<file path="src/rtl/alu16_seq.sv">
// alu16_seq: runs the CPU's 16-bit arithmetic (ADD HL,rr / ADD SP,e8 /
// INC rr / DEC rr) as two passes through the shared 8-bit ALU, low byte
// then high byte, chaining the low carry into ADC/SBC and composing the
// resulting {Z,N,H,C} flags.
//
// Ports:
//   clk, rst_n             clock, asynchronous active-low reset
//   req_valid/req_ready    request handshake from the control unit
//   req_op                 00 ADD16, 01 ADDSP, 10 INC16, 11 DEC16
//   req_a, req_b           operands (ADDSP uses req_b[7:0] as signed e8)
//   req_flags              current F register {Z,N,H,C}
//   rsp_valid/rsp_ready    response handshake
//   rsp_result, rsp_flags  16-bit result and new F value
//   alu_en                 sequencer owns the shared ALU this cycle
//   alu_op/a/b/f_in        ALU opcode, operands and carry-in flags
//   alu_y, alu_f_out       combinational ALU result and flags
//
// Build option: define ALU16_SEQ_INCDEC_FAST_EN to compute INC16/DEC16
// with an internal 16-bit incrementer at the accept edge (1-cycle latency,
// ALU untouched). Default: every op goes through the ALU (3 cycles).
module alu16_seq (
   input  logic        clk,
   input  logic        rst_n,
   input  logic        req_valid,
   output logic        req_ready,
   input  logic [1:0]  req_op,
   input  logic [15:0] req_a,
   input  logic [15:0] req_b,
   input  logic [3:0]  req_flags,
   output logic        rsp_valid,
   input  logic        rsp_ready,
   output logic [15:0] rsp_result,
   output logic [3:0]  rsp_flags,
   output logic        alu_en,
   output logic [4:0]  alu_op,
   output logic [7:0]  alu_a,
   output logic [7:0]  alu_b,
   output logic [3:0]  alu_f_in,
   input  logic [7:0]  alu_y,
   input  logic [3:0]  alu_f_out
);

   localparam int unsigned BW = 8;

   // Shared ALU opcode encodings
   localparam logic [4:0] ALU_ADD = 5'd0;
   localparam logic [4:0] ALU_ADC = 5'd1;
   localparam logic [4:0] ALU_SUB = 5'd2;
   localparam logic [4:0] ALU_SBC = 5'd3;

   localparam logic [1:0] OP_ADD16 = 2'b00;
   localparam logic [1:0] OP_ADDSP = 2'b01;
   localparam logic [1:0] OP_DEC16 = 2'b11;

   typedef enum logic [1:0] {ST_IDLE, ST_LO, ST_HI, ST_DONE} state_t;

   state_t          state;
   logic [1:0]      op_q;
   logic [BW-1:0]   a_hi_q;   // high byte of first operand
   logic [BW-1:0]   b_hi_q;   // high-byte second operand, already extended
   logic [3:0]      f_q;
   logic [BW-1:0]   lo_q;
   logic            h_lo_q;
   logic            c_lo_q;
   logic            accept;
   logic            fast_op;
   logic [BW-1:0]   b_hi_sel;

   // Z/N out of the ALU are never needed: Z/N come from the composition rules
   logic            unused_alu_zn;
   assign unused_alu_zn = ^alu_f_out[3:2];

   assign accept = req_valid && req_ready;

`ifdef ALU16_SEQ_INCDEC_FAST_EN
   assign fast_op = req_op[1];
`else
   assign fast_op = 1'b0;
`endif

   // High-byte second operand chosen once at accept
   always_comb begin
      b_hi_sel = '0;
      case (req_op)
         OP_ADD16: b_hi_sel = req_b[15:8];
         OP_ADDSP: b_hi_sel = {BW{req_b[7]}};
         default:  b_hi_sel = '0;
      endcase
   end

   // Sequencer FSM; every output is registered
   always_ff @(posedge clk or negedge rst_n) begin
      if (!rst_n) begin
         state      <= ST_IDLE;
         req_ready  <= 1'b1;
         rsp_valid  <= 1'b0;
         rsp_result <= '0;
         rsp_flags  <= '0;
         alu_en     <= 1'b0;
         alu_op     <= '0;
         alu_a      <= '0;
         alu_b      <= '0;
         alu_f_in   <= '0;
         op_q       <= '0;
         a_hi_q     <= '0;
         b_hi_q     <= '0;
         f_q        <= '0;
         lo_q       <= '0;
         h_lo_q     <= 1'b0;
         c_lo_q     <= 1'b0;
      end else begin
         case (state)
            ST_IDLE: begin
               if (accept) begin
                  op_q      <= req_op;
                  a_hi_q    <= req_a[15:8];
                  b_hi_q    <= b_hi_sel;
                  f_q       <= req_flags;
                  req_ready <= 1'b0;
                  if (fast_op) begin
                     // INC16/DEC16 bypass the ALU entirely
                     rsp_result <= (req_op == OP_DEC16) ? (req_a - 16'd1) : (req_a + 16'd1);
                     rsp_flags  <= req_flags;
                     rsp_valid  <= 1'b1;
                     state      <= ST_DONE;
                  end else begin
                     alu_en   <= 1'b1;
                     alu_op   <= (req_op == OP_DEC16) ? ALU_SUB : ALU_ADD;
                     alu_a    <= req_a[7:0];
                     alu_b    <= req_op[1] ? 8'h01 : req_b[7:0];
                     alu_f_in <= '0;
                     state    <= ST_LO;
                  end
               end
            end
            ST_LO: begin
               lo_q     <= alu_y;
               h_lo_q   <= alu_f_out[1];
               c_lo_q   <= alu_f_out[0];
               alu_op   <= (op_q == OP_DEC16) ? ALU_SBC : ALU_ADC;
               alu_a    <= a_hi_q;
               alu_b    <= b_hi_q;
               alu_f_in <= {3'b000, alu_f_out[0]};
               state    <= ST_HI;
            end
            ST_HI: begin
               rsp_result <= {alu_y, lo_q};
               case (op_q)
                  OP_ADD16: rsp_flags <= {f_q[3], 1'b0, alu_f_out[1], alu_f_out[0]};
                  OP_ADDSP: rsp_flags <= {2'b00, h_lo_q, c_lo_q};
                  default:  rsp_flags <= f_q;
               endcase
               rsp_valid <= 1'b1;
               alu_en    <= 1'b0;
               alu_op    <= '0;
               alu_a     <= '0;
               alu_b     <= '0;
               alu_f_in  <= '0;
               state     <= ST_DONE;
            end
            ST_DONE: begin
               if (rsp_ready) begin
                  rsp_valid <= 1'b0;
                  req_ready <= 1'b1;
                  state     <= ST_IDLE;
               end
            end
            default: state <= ST_IDLE;
         endcase
      end
   end

endmodule

</file>
<file path="config.mk">
export PLATFORM = sky130hd
export DESIGN_NAME = alu16_seq
export DESIGN_NICKNAME = d
export VERILOG_FILES = /design/src/rtl/alu16_seq.sv
export SDC_FILE = /design/constraint.sdc
export NUM_CORES = 1
export LEC_CHECK = 0
export BUFFER_PORTS_ARGS = -buffer_cell sky130_fd_sc_hd__buf_2
export CORE_ASPECT_RATIO = 2
export CORE_UTILIZATION = 50
export DETAILED_ROUTE_END_ITERATION = 12
export PLACE_DENSITY = 0.78
export SYNTH_ARGS = -nofsm -noshare
export SYNTH_HDL_FRONTEND = slang
export SYNTH_SLANG_ARGS = --single-unit
</file>
<file path="constraint.sdc">
create_clock -name clk -period 2.7 [get_ports clk]
set_clock_uncertainty 0.15 [all_clocks]
set_input_delay 0 -clock clk [delete_from_list [all_inputs] [get_ports clk]]
set_output_delay 0 -clock clk [all_outputs]
set_load 0.01 [all_outputs]
</file>
# Word level (Yosys, flattened, before mapping)
# Cells that the tools add are included.
[totals] reg_bits=82 latch_bits=0 memories=0 output_inout_bits=48 romBits=0 mem_bits_rw=0 word_cells=63 in_bits=54
[classes] n_reduce_logical=14 shifts=0 n_mux=23 n_lt_le_gt_ge=0 mul=0 n_bitwise=0 n_div=0 n_addsub=0 eq_ne=9
[op_table] cell="$pmux W8 S3" count=2
[op_table] cell="$mux W8" count=3
[op_table] cell="$pmux W8 S2" count=1
[op_table] cell="$pmux W5 S3" count=1
[op_table] cell="$pmux W4 S3" count=1
[op_table] cell="$reduce_and A2 Y1" count=5
[op_table] cell="$eq A2 B2 Y1 const B" count=4
[op_table] cell="$mux W2" count=4
[op_table] cell="$pmux W2 S4" count=1
[op_table] cell="$pmux W4 S2" count=1
[op_table] cell="$eq A2 B1 Y1 const B" count=3
[op_table] cell="$logic_not A2 Y1" count=3
[op_table] cell="$pmux W1 S2" count=3
[op_table] cell="$reduce_bool A2 Y1" count=3
[op_table] cell="$mux W5" count=1
[op_table] cell="$mux W1" count=4
[op_table] cell="$mux W4" count=1
[op_table] cell="$ne A2 B2 Y1 const B" count=2
[op_table] cell="$reduce_and A3 Y1" count=1
[op_table] cell="$reduce_bool A3 Y1" count=1
[op_table] cell="$logic_and A1 B1 Y1" count=1

# Depth between registers and ports, before layout
# Gate-level depths: netlist of the first run.
[depth] ltp_word=4 ltp_mapped=7 ltp_nobuf=5

# Worst setup path before layout of the first run
# Ideal clock, no wire load.
[synth_path] path_type="register to register" startpoint="register state[0]" endpoint="register alu_b[7]" stages_incl_launch_ff=8 slack_ps=758 setup_time_ps=125 arrival_time_ps=1667 t_required_ps=2425 path_buffers=2 path_cell_list="dfrtp_1 -> inv_1 -> ha_1 -> and2_4 -> buf_6 -> buf_6 -> a22o_1 -> mux2_4"
[synth_between] elab_chain_cells=3 word_cells_on_any_way=7 cone_classes="eq/ne: 3; mux: 1; reduce/logical: 3"
[synth_rtl] element="start, declared" line="57" rtl="state_t state;"
[synth_rtl] element="start signal, assigned" line="94" rtl="state <= ST_IDLE;"
[synth_rtl] element="start signal, assigned" line="125" rtl="state <= ST_DONE;"
[synth_rtl] element="start signal, assigned" line="132" rtl="state <= ST_LO;"
[synth_rtl] element="$eq A2 B2 Y1, or another cell as far along" line="112" rtl="case (state)"
[synth_rtl] element="$reduce_bool A3 Y1 (no source line) / $ne A2 B2 Y1 (equally long branches)"
[synth_rtl] element="$reduce_and A2 Y1 (no source line)"
[synth_rtl] element="end signal, assigned" line="130" rtl="alu_b <= req_op[1] ? 8'h01 : req_b[7:0];"
[synth_rtl] element="end signal, assigned" line="142" rtl="alu_b <= b_hi_q;"
[synth_rtl] element="end, declared" line="37" rtl="output logic [7:0] alu_b,"
# Several ways; a longest one is shown, not always the timed one.
# A chain may end at the register's enable or synchronous reset.

# Worst setup path in the final report of the first run
[layout_path] startpoint="register state[1]" endpoint="register b_hi_q[7]"
[layout_between] elab_chain_cells=2
[layout_rtl] element="$logic_not A2 Y1" line="112"
[layout_rtl] element="$reduce_and A2 Y1 (no source line)"
[layout_rtl] element="end signal, assigned" line="117" rtl="b_hi_q <= b_hi_sel;"
[layout_rtl] element="end, declared" line="60" rtl="logic [BW-1:0] b_hi_q;"
# Every way passes these cells.

==> results of run 1 <==
-- synth_stat cells --
master / instances / area (µm²)
nand3_1: 3 / 15.0
buf_4: 6 / 45.0
a22o_1: 15 / 131
nand2_1: 13 / 48.8
a21boi_4: 1 / 18.8
clkinv_1: 2 / 7.51
buf_6: 3 / 33.8
nor2_1: 5 / 18.8
nor2_4: 1 / 11.3
mux2_2: 47 / 529
a21boi_0: 1 / 7.51
buf_2: 5 / 25.0
and2_1: 1 / 6.26
o21ai_0: 7 / 35.0
a211oi_1: 2 / 15.0
mux2_4: 10 / 150
nor2b_1: 2 / 12.5
buf_1: 2 / 7.51
dfrtp_1: 75 / 1880
ha_1: 6 / 75.1
a31oi_1: 1 / 6.26
inv_1: 9 / 33.8
dfstp_2: 1 / 26.3
conb_1: 1 / 3.75
and2_4: 1 / 8.76
o22ai_1: 2 / 12.5
clkbuf_1: 2 / 7.51
o2bb2ai_1: 2 / 17.5
a21oi_1: 11 / 55.1
o31ai_1: 10 / 75.1
mux2i_1: 2 / 20.0
-- flip-flops by register name, summed over array words and instances (netlist names) --
signal      cells
rsp_result     16
a_hi_q          8
rsp_flags       4
alu_a           8
alu_en          1
f_q             4
rsp_valid       1
h_lo_q          1
c_lo_q          1
alu_b           8
lo_q            8
b_hi_q          8
state           2
alu_f_in        1
req_ready       1
op_q            2
alu_op          2
-- power groups by stage --
stage          clock (mW)  sequential (mW)  combinational [mW]
3_3_place_gp            0             1.97                2.08
6_report             1.29             2.00                2.29
5_1_grt              1.36             2.06                2.48
3_5_place_dp            0             2.00                2.14
4_1_cts              1.32             1.99                2.27
2_1_floorplan           0             2.09                1.42
-- layout make-up --
type	count	area share, %
Timing Repair Buffer	156	22.9
Inverter	11	0.868
Multi-Input combinational cell	149	27.2
Sequential cell	76	40.0
Tap cell	86	2.26
Clock buffer	10	5.02
Clock inverter	6	1.81
-- per-stage QoR --
step / util [%] / total power [mW]
final: 74.8 / 5.58
after global routing: 74.8 / 5.90
after CTS: 74.8 / 5.57
after detailed placement: 60.4 / 4.13
after global placement: 60.4 / 4.04
after floorplan: - / 3.51
-- worst paths after layout --
| path | startpoint | endpoint | slack [ps] | cells past startpoint |
|---|---|---|---|---|
| worst max-delay path | state[1] | b_hi_q[7] | 380 | 6 |
| worst min-delay path | rst_n | rsp_result[2] | 200 | 2 |
| worst max register to register | state[1] | b_hi_q[7] | 380 | 6 |
| worst min register to register | f_q[1] | f_q[1] | 350 | 1 |
| max in group asynchronous | rst_n | rsp_valid | 1600 | 2 |
| min in group clk | req_a[13] | a_hi_q[5] | 290 | 3 |
-- critical path, delay by kind of cell (launching register included) --
kind / cells / cell delay (ps)
compound gates: 1 / 280
flops: 1 / 410
simple gates: 1 / 100
fa+ha+maj: 1 / 310
buf+inv: 3 / 1010
-- cells by family (layout without fill, tap and decap cells) --
group,count (synthesis),count (layout),synth area share [%]
flip-flops,76,76,57.0
adder cells (fa/ha/maj),6,6,2.25
AND/OR/NAND/NOR,26,26,3.64
multiplexers,59,59,21.0
AO/OA/AOI/OAI,52,52,11.2
buffers and inverters,29,183,4.80
other,1,6,0.112
-- routing by layer --
metal  track usage, %  vias up  part of all wire (%)
met5                0        -                     0
met4             13.4        0                   3.5
met3             5.82       25                   4.0
met2             41.7       97                    55
met1             26.9     1247                    37
li1                 -     1178                     -
==> metrics.yaml, run 1 <==
outcome:
  status: "finished clean"
grt:
  grt_pass1_vias: 2720
  grt_usage_pct: 24.6
  grt.overflow.total: 0
  grt_pass1_wl_um: 12800
  antenna_found_initial: 0
  grt_max_degree: 77
place:
  dp.cells: 419
  gp_congestion: 0.740
  port_buffers: 93
  dpl.hpwl_um: 4670
  post-place-ws_ps: 694
  placement.cell_area_mm2: 0.00384
clock_tree:
  path_clk_slew_ps: 60
  h-tree-depth: 3
  postCtsSetupBuffers: 0
  clock-root-buffer: "clkbuf_16"
  postCtsHoldBufs: 59
  cts.repair.resized: 0
  cts_tree: "built"
  cts_made_buffers: 9
  clk_latency_ps: 330
  clockBufferDepth: 2
  cts.sinks: 76
synthesis:
  syn_avg_cell_area_um2: 13.4
  yosysSeqAreaShare_pct: 57.0
  yosys_warnings: 0
  ys_seq_elements: 76
  synth_cells: 249
  synth_cell_types: 31
  netlist_area_mm2: 0.00334
sta:
  timing.final.ws_setup_ps: 381
  worstMarginPinSlew_ps: 929
  hold_violations: 0
  relSlewSlack_pct: 38.1
  max_freq_mhz: 431
  whs_ps: 201
  fin_crit_sh_pct: 85.9
  grt_setup_unrepaired: "false"
  setup_viol: 0
  tns_ps: 0
  final_max_slew_viol_count: 0
  min_period_ps: 2320
die:
  die_h_um: 118
  core_mm2: 0.00636
  die-area_mm2: 0.00702
  ioPinCount: 102
  num_rows: 41
  start_util_pct: 52.5
  die_w_um: 59.8
power:
  p_int_mw: 3.75
  p_per_area_mw_per_mm2: 1170
  p_clk_share_pct: 23.2
  comb_power_share_pct: 41.1
  seqPwrFrac_pct: 35.8
  p_leak_nw: 2.34
  swShare_pct: 32.8
  ir_drop_mv: 0.733
  switching_power_mw: 1.83
worst_setup_path:
  cp_slowest_cell: "dlygate4sd3_1"
  worst-setup-path-type: "flop to flop"
  startpoint_type: "flop"
  cp_data_arrival_time_ps: 2440
  cp_slowest_stage_delay_ps: 590
  cp.required_ps: 2820
  cp_cell_sequence: "inv_1, ha_1, nand3_1, buf_4, o31ai_1, dlygate4sd3_1"
  end_kind: "flop"
  crit_fanout: 31
detailed_routing:
  num_vias: 2547
  drc: 0
  drt-initial-drc-count: 114
  wl_um: 7940
  dr.pass1.iters: 7
  drtAntennaViolNets: 0
  viasPerCell: 5.16
  post_drt_wl_per_cell_um: 16.1
final_layout:
  multi_input_area_mm2: 0.00129
  areaGrowthSynthToFinish_pct: 42.6
  regArea_mm2: 0.00190
  final_area_mm2: 0.00476
  fin_nets: 463
  layout_commonest_cell: "buf_2"
  fill_cells: 452
  drive_gt1_share_pct: 42.6
  final_cell_mix: "buf_2, dfrtp_1, dlygate4sd3_1, mux2_2, a22o_1"
  diodes: 0
  layout.cells.non_filler: 494
run:
  drv_cap: 0
hold_path:
  hold_path_class: "input pin to asynchronous set/reset pin"
Power figures use the tool's default switching activity.
==> run 2: changes to the inputs <==
==> constraint.sdc (replaced) <==
create_clock -name clk -period 2.7 [get_ports clk]
set_clock_uncertainty 0.15 [all_clocks]
set_input_delay 0.27 -clock clk [delete_from_list [all_inputs] [get_ports clk]]
set_output_delay 0.27 -clock clk [all_outputs]
set_load 0.01 [all_outputs]
==> metrics.yaml, run 2 (same netlist as run 1, synthesis figures left out) <==
power:
  p_clk_share_pct: 23.7
  p_per_area_mw_per_mm2: 1290
  p_leak_nw: 2.08
  seqPwrFrac_pct: 36.8
  switching_power_mw: 1.73
  comb_power_share_pct: 39.5
  ir_drop_mv: 0.755
  swShare_pct: 32.2
  p_int_mw: 3.64
grt:
  grt.overflow.total: 0
  use_met3_pct: 4.95
  grt_max_degree: 77
  grt_util_met1_pct: 24.1
  grt_pass1_wl_um: 10800
  gr-usage-met2_pct: 34.2
  grt_usage_pct: 20.7
  antenna_found_initial: 0
  grt_pass1_vias: 2248
  busiest_layer: "met2"
clock_tree:
  path_clk_slew_ps: 60
  clock-root-buffer: "clkbuf_16"
  postCtsSetupBuffers: 0
  h-tree-depth: 3
  clk_latency_ps: 330
  cts.repair.resized: 0
  clockBufferDepth: 2
  cts_tree: "built"
  cts_made_buffers: 9
  cts.sinks: 76
sta:
  final_max_slew_viol_count: 0
  relSlewSlack_pct: 37.2
  fin_crit_sh_pct: 74.9
  hold_violations: 0
  max_freq_mhz: 494
  whs_ps: 24.1
  tns_ps: 0
  min_period_ps: 2020
  worstMarginPinSlew_ps: 942
  grt_setup_unrepaired: "false"
  setup_viol: 0
place:
  port_buffers: 93
  dpl.hpwl_um: 4640
  gp_congestion: 0.744
detailed_routing:
  drtAntennaViolNets: 0
  drc: 0
  wl_um: 6650
  num_vias: 2267
  drt-initial-drc-count: 102
  viasPerCell: 5.21
  post_drt_wl_per_cell_um: 15.3
  dr.pass1.iters: 4
final_layout:
  largest_reg_flops: 16
  layout_commonest_cell: "buf_2"
  drive_gt1_share_pct: 49.3
  final_cell_mix: "buf_2, dfrtp_1, mux2_2, a22o_1, nand2_1"
  diodes: 0
  top_register: "rsp_result"
  fin_nets: 405
  areaGrowthSynthToFinish_pct: 24.9
hold_path:
  hold_path_class: "input pin to flop"
worst_setup_path:
  rr_startpoint: "state[0]"
  cp_data_arrival_time_ps: 2090
  cp-endpoint: "alu_a[5]"
  cp.required_ps: 2760
  startpoint_type: "flop"
  r2r-end: "alu_a[5]"
  worst-setup-path-type: "flop to flop"
  r2r_cells: 5
  end_kind: "flop"
  crit_fanout: 9
  regToRegSetupSlack_ps: 680
  critPathLaunch: "state[0]"
die:
  die_w_um: 59.8
  die_h_um: 118
  num_rows: 41
  start_util_pct: 52.5
  die-area_mm2: 0.00702
  core_mm2: 0.00636
  ioPinCount: 102
run:
  drv_cap: 0
outcome:
  status: "finished clean"
## run 2: layer usage
layer  up-vias  wire [µm]
met3        12        313
li1       1069          -
met5         -          0
met4         0        163
met2        70       3530
met1      1116       2640
## run 2: worst max-delay path: stages, from the launching register on
cell and delay [ps]:
dfrtp_1 400, inv_1 110, ha_1 390, clkinv_1 290, a22o_1 310, mux2_4 250
## run 2: layout make-up
class                   count  area [µm²]
multi-input cells         149        1290
flip-flops and latches     76        1900
well taps                  86         108
clock inverters             4        73.8
repair buffers             98         508
inverters                  11        41.3
fillers                   539        2190
clock buffers              11         243
## run 2: worst min path at each step
stage | startpoint | end | depth (start not counted)
after floorplan | rst_n | a_hi_q[0] | 0
after global placement | rst_n | lo_q[2] | 1
after detailed placement | rst_n | rsp_result[10] | 1
after CTS | req_a[9] | a_hi_q[1] | 2
after global routing | req_a[12] | a_hi_q[4] | 2
final | req_a[12] | a_hi_q[4] | 2
## run 2: repair_timing
item,4_1_cts,5_1_grt
setup endpoints to repair,0,0
hold buffers,1,0
endpoints found under the hold margin,75,0
## run 2: stage by stage
| stage | power, mW | worst slack (ps) | area, µm² | utilization (%) | instances |
|---|---|---|---|---|---|
| 6_report | 5.36 | 677 | 4170 | 65.5 | 435 |
| 5_1_grt | 5.71 | 553 | 4170 | 65.5 | 435 |
| 2_1_floorplan | 3.51 | 758 | 3360 | - | 254 |
| 3_5_place_dp | 4.13 | 677 | 3840 | 60.4 | 419 |
| 4_1_cts | 5.43 | 666 | 4170 | 65.5 | 435 |
| 3_3_place_gp | 4.04 | 704 | 3840 | 60.4 | 419 |
## run 2: power groups by stage
stage | clock network (mW) | registers, mW | logic [mW]
detailed placement | 0 | 1.99 | 2.14
CTS | 1.30 | 1.98 | 2.15
finish | 1.27 | 1.97 | 2.12
global placement | 0 | 1.97 | 2.08
global route | 1.34 | 2.05 | 2.32
floorplan | 0 | 2.09 | 1.42
